**config.mk**
```make
export PLATFORM = sky130hd
export DESIGN_NAME = tow_referee
export DESIGN_NICKNAME = d
export VERILOG_FILES = /design/src/rtl/tow_pkg.sv /design/src/rtl/tow_score_counter.sv /design/src/rtl/tow_referee.sv
export SDC_FILE = /design/constraint.sdc
export NUM_CORES = 1
export LEC_CHECK = 0
export CAP_MARGIN = 20
export CORE_MARGIN = 8
export CORE_UTILIZATION = 57
export CTS_CLUSTER_SIZE = 25
export DETAILED_ROUTE_END_ITERATION = 16
export HOLD_SLACK_MARGIN = 0.12
export PLACE_DENSITY_LB_ADDON = 0.3
export SLEW_MARGIN = 20
export SYNTH_ARGS = -nofsm -noshare
export SYNTH_HDL_FRONTEND = slang
export SYNTH_SLANG_ARGS = --single-unit
```
**constraint.sdc**
```tcl
create_clock -name clk -period 4.7 [get_ports clk]
set_input_delay 0.705 -clock clk [delete_from_list [all_inputs] [get_ports clk]]
set_output_delay 0.705 -clock clk [all_outputs]
set_load 0.02 [all_outputs]
```
**src/rtl/tow_pkg.sv**
```systemverilog
// Shared types and constants for the Tug of War referee.
package tow_pkg;
    typedef enum logic [1:0] {
        PLAY       = 2'd0,
        HOLD       = 2'd1,
        MATCH_OVER = 2'd2
    } ref_state_t;

    localparam logic [1:0] NO_WIN = 2'b00;
    localparam logic [1:0] P1_WIN = 2'b01;
    localparam logic [1:0] P2_WIN = 2'b10;

    localparam int SCORE_W = 4;
endpackage

```
**src/rtl/tow_score_counter.sv**
```systemverilog
// Per-player round counter: increments on a round win and saturates at WIN_SCORE.
module tow_score_counter
    import tow_pkg::*;
#(
    parameter int WIN_SCORE = 7
) (
    input  logic               clk,
    input  logic               clear,
    input  logic               inc,
    output logic [SCORE_W-1:0] count
);

    always_ff @(posedge clk) begin
        if (clear) begin
            count <= '0;
        end else if (inc && (count < SCORE_W'(WIN_SCORE))) begin
            count <= count + 1'b1;
        end
    end

endmodule

```
**src/rtl/tow_referee.sv**
```systemverilog
// Round/match controller: moves the rope light, awards rounds, holds the display,
// and ends the match when a player reaches WIN_SCORE.
module tow_referee
    import tow_pkg::*;
#(
    parameter int NUM_LIGHTS  = 9,
    parameter int WIN_SCORE   = 7,
    parameter int HOLD_CYCLES = 4
) (
    input  logic                  clk,
    input  logic                  reset,
    input  logic                  press1,
    input  logic                  press2,
    output logic [NUM_LIGHTS-1:0] lights,
    output logic [SCORE_W-1:0]    score1,
    output logic [SCORE_W-1:0]    score2,
    output logic [1:0]            round_win,
    output logic                  match_over
);

    localparam int PW = $clog2(NUM_LIGHTS);
    localparam int HW = (HOLD_CYCLES > 1) ? $clog2(HOLD_CYCLES) : 1;
    localparam logic [PW-1:0] CENTER = PW'((NUM_LIGHTS - 1) / 2);
    localparam logic [PW-1:0] LAST   = PW'(NUM_LIGHTS - 1);
    localparam logic [NUM_LIGHTS-1:0] ONE = NUM_LIGHTS'(1);

    ref_state_t            state_q, state_d;
    logic [PW-1:0]         pos_q, pos_d;
    logic [HW-1:0]         hold_q, hold_d;
    logic [NUM_LIGHTS-1:0] lights_d;
    logic [1:0]            round_win_d;
    logic                  match_over_d;
    logic                  inc1, inc2;
    logic [SCORE_W-1:0]    winner_score;

    // Scores are already updated by the time HOLD expires, so compare the stored value.
    assign winner_score = (round_win == P1_WIN) ? score1 : score2;

    always_comb begin
        state_d      = state_q;
        pos_d        = pos_q;
        hold_d       = hold_q;
        lights_d     = lights;
        round_win_d  = round_win;
        match_over_d = match_over;
        inc1         = 1'b0;
        inc2         = 1'b0;

        case (state_q)
            PLAY: begin
                if (press1 && !press2) begin
                    if (pos_q == '0) begin
                        inc1        = 1'b1;
                        round_win_d = P1_WIN;
                    end else begin
                        pos_d = pos_q - 1'b1;
                    end
                end else if (press2 && !press1) begin
                    if (pos_q == LAST) begin
                        inc2        = 1'b1;
                        round_win_d = P2_WIN;
                    end else begin
                        pos_d = pos_q + 1'b1;
                    end
                end

                if (inc1 || inc2) begin
                    state_d  = HOLD;
                    hold_d   = HW'(HOLD_CYCLES - 1);
                    lights_d = '0;
                end else begin
                    lights_d = ONE << pos_d;
                end
            end

            HOLD: begin
                lights_d = '0;
                if (hold_q == '0) begin
                    if (winner_score == SCORE_W'(WIN_SCORE)) begin
                        state_d      = MATCH_OVER;
                        match_over_d = 1'b1;
                    end else begin
                        state_d     = PLAY;
                        pos_d       = CENTER;
                        round_win_d = NO_WIN;
                        lights_d    = ONE << CENTER;
                    end
                end else begin
                    hold_d = hold_q - 1'b1;
                end
            end

            MATCH_OVER: begin
                lights_d = '0;
            end

            default: begin
                state_d = PLAY;
            end
        endcase
    end

    always_ff @(posedge clk) begin
        if (reset) begin
            state_q    <= PLAY;
            pos_q      <= CENTER;
            hold_q     <= '0;
            lights     <= ONE << CENTER;
            round_win  <= NO_WIN;
            match_over <= 1'b0;
        end else begin
            state_q    <= state_d;
            pos_q      <= pos_d;
            hold_q     <= hold_d;
            lights     <= lights_d;
            round_win  <= round_win_d;
            match_over <= match_over_d;
        end
    end

    tow_score_counter #(.WIN_SCORE(WIN_SCORE)) u_score1 (
        .clk   (clk),
        .clear (reset),
        .inc   (inc1),
        .count (score1)
    );

    tow_score_counter #(.WIN_SCORE(WIN_SCORE)) u_score2 (
        .clk   (clk),
        .clear (reset),
        .inc   (inc2),
        .count (score2)
    );

endmodule
```
==> out/metrics.yaml <==
outcome: "finished, final reports clean"
yosysTopAreaCell: "dfxtp_1"
hold_depth: 2
first_iter_violations: 72
layout_common_cells: "dfxtp_1 (28), clkdlybuf4s50_1 (22), nor2_1 (17), nand2_1 (17), inv_1 (13)"
rsz0062_at_grt: "false"
tritoncts: "built"
hold_start: "match_over"
ys_top_cells_by_area: "dfxtp_1 (36%), ha_1 (8.9%), nand2_1 (4.1%)"
required_ns: 4.97
tightest_slew_ns: 0.593
worstSetupEndpointType: "flip-flop"
cts_buffer_depth: 2
cap_violations: 0
finalNonFillerCells: 230
maxSlewViolCount: 0
die_w_um: 68.0
cp_num_buf_inv: 1
powerDensity_mw_per_mm2: 294
period_needed_ns: 2.52
cts_resized: 0
cp_slowest_cell: "clkdlybuf4s50_1"
synth-edff-count: 0
arrival_ns: 2.79
fin_ws_ns: 2.18
crit_path_max_fanout: 11
worstPathCellList: "clkdlybuf4s50_1 -> ha_1 -> and3b_4 -> o21a_1 -> nor3_2 -> or4b_1 -> o22ai_1"
timing.slew.headroom_pct: 60.4
fin_nets: 215
dieArea_mm2: 0.00462
synthArstFlopShare_pct: 0
finalHoldViolCount: 0
wl_mm: 3.34
clock_sinks: 28
antenna_left: 0
rows: 19
finalSetupTns_ns: 0
cts_setup_buffers: 0
grt_pass1_vias: 1275
hold_class: "reg -> reg"
drc: 0
overflow: 0
cts-root-buf: "clkbuf_4"
ys.flop_type: "dfxtp_1"
numPortBuffers: 23
clkLatencyLatePin_ns: 0.33
r2r_start: "pos_q[0]"
place_ws_ns: 1.80
initial_core_util_pct: 57.8
max_stage_delay_ns: 0.48
hpwl_mm: 2.48
synth.yosys.seq_area_share_pct: 36.4
p_leak_nw: 0.667
finClkSkew_ns: 0.00136
grt_usage_pct: 15.3
grt_max_degree: 35
path_class: "in -> reg"
fmax_mhz: 396
irDropWorstVdd_v: 0.000316
routedWlPerCell_um: 14.5
cts_made_buffers: 3
final_common_cell: "dfxtp_1"
drt-vias-per-instance: 5.78
ff2ff_setup_slack_ns: 2.45
crit_family: "simple AND/OR/NAND/NOR gates"
syn_area_mm2: 0.00154
clk_pin_slew_ns: 0.15
startpoint_type: "input pin"
dr.pass1.iters: 4
die_h_um: 68.0
place_inst: 226
synth.top_cell.area_share_pct: 36.4
ys_types: 46
fin_crit_sh_pct: 53.7
min_to: "match_over"
place_congestion: 0.932
io_pins: 24
avgSynthCellArea_um2: 8.51
ys_ff_latch: 28
ctsHoldBuffers: 0
area_growth_pct: 17.3
r2r_end: "state_q[1]"
diodes: 0
antenna_found_initial: 0
drive_gt1_share_pct: 5.53
num_vias: 1329
postSynthCellCount: 181
grt_pass1_wl_mm: 5.66
core_mm2: 0.00266
r2r_cells: 7
htree_levels: 1
finalSetupViolCount: 0
synth_fp_nets: 196
ys_warn_count: 0
## flip-flops by register name (all words and copies together), names as in the netlist
name	count
lights	9
match_over	1
round_win	2
u_score1.count	4
u_score2.count	4
state_q	2
pos_q	4
hold_q	2
## cell type report
type,count,area [um2]
Inverter,13,48.8
Timing Repair Buffer,23,225
Sequential cell,28,561
Tap cell,31,38.8
Multi-Input combinational cell,131,881
Fill cell,201,856
Clock inverter,1,30.0
Clock buffer,3,22.5
## how the worst max path moves through the flow
stage / startpoint / end / slack, ns / cells past startpoint
after floorplan: press2 / lights[8] / 2.52 / 8
after global placement: press1 / lights[8] / 1.89 / 7
after detailed placement: press1 / lights[8] / 1.80 / 7
after CTS: press1 / lights[8] / 2.16 / 7
after global routing: press2 / hold_q[0] / 2.05 / 8
final: press1 / lights[8] / 2.18 / 7
## tightest hold or removal path, cell delays in order, from the launching register on
cell     delay (ns)
dfxtp_1        0.34
inv_1          0.05
a21oi_1        0.05
## synth_stat cells (all sizes together), types with 3 or more instances
master  instances
a211oi          3
a21oi           9
buf             3
clkbuf          6
dfxtp          28
ha             11
inv            13
nand2          17
nand2b          5
nand3           5
nand3b          4
nor2           17
nor2b           3
nor3            6
o21ai           5
o22ai           9
xnor2           4
## power breakdown
group          internal (mW)  total (mW)  switching (mW)
registers              0.250       0.262          0.0119
logic                 0.0473       0.111          0.0635
clock network         0.0863       0.158          0.0721
## routing by layer
layer / routed length, um / up-vias / track usage [%]
li1: - / 676 / -
met1: 1510 / 613 / 18.1
met2: 1560 / 35 / 24.5
met3: 221 / 5 / 4.42
met4: 49 / 0 / 8.44
met5: 0 / - / 0
## per-stage QoR
| step | area (um2) | utilization [%] | power, mW | hold slack [ns] |
|---|---|---|---|---|
| floorplan | 1540 | - | 0.345 | 0.437 |
| global placement | 1760 | 66.1 | 0.374 | 0.440 |
| detailed placement | 1760 | 66.1 | 0.377 | 0.443 |
| CTS | 1810 | 68.0 | 0.536 | 0.466 |
| global route | 1810 | 67.9 | 0.557 | 0.481 |
| finish | 1810 | 67.9 | 0.531 | 0.462 |
## logic make-up (layout without fill, tap and decap cells)
kind of cell / count (synthesis) / after routing / synth area share (%)
AOI/OAI and AO/OA: 43 / 43 / 19.5
xor gates and xnor gates: 6 / 6 / 3.41
DFF: 28 / 28 / 36.4
muxes: 3 / 3 / 2.03
buffers and inverters: 22 / 40 / 6.42
and+or+nand+nor: 68 / 68 / 23.3
adders and majority gates: 11 / 11 / 8.94
Power figures use the tool's default switching activity.
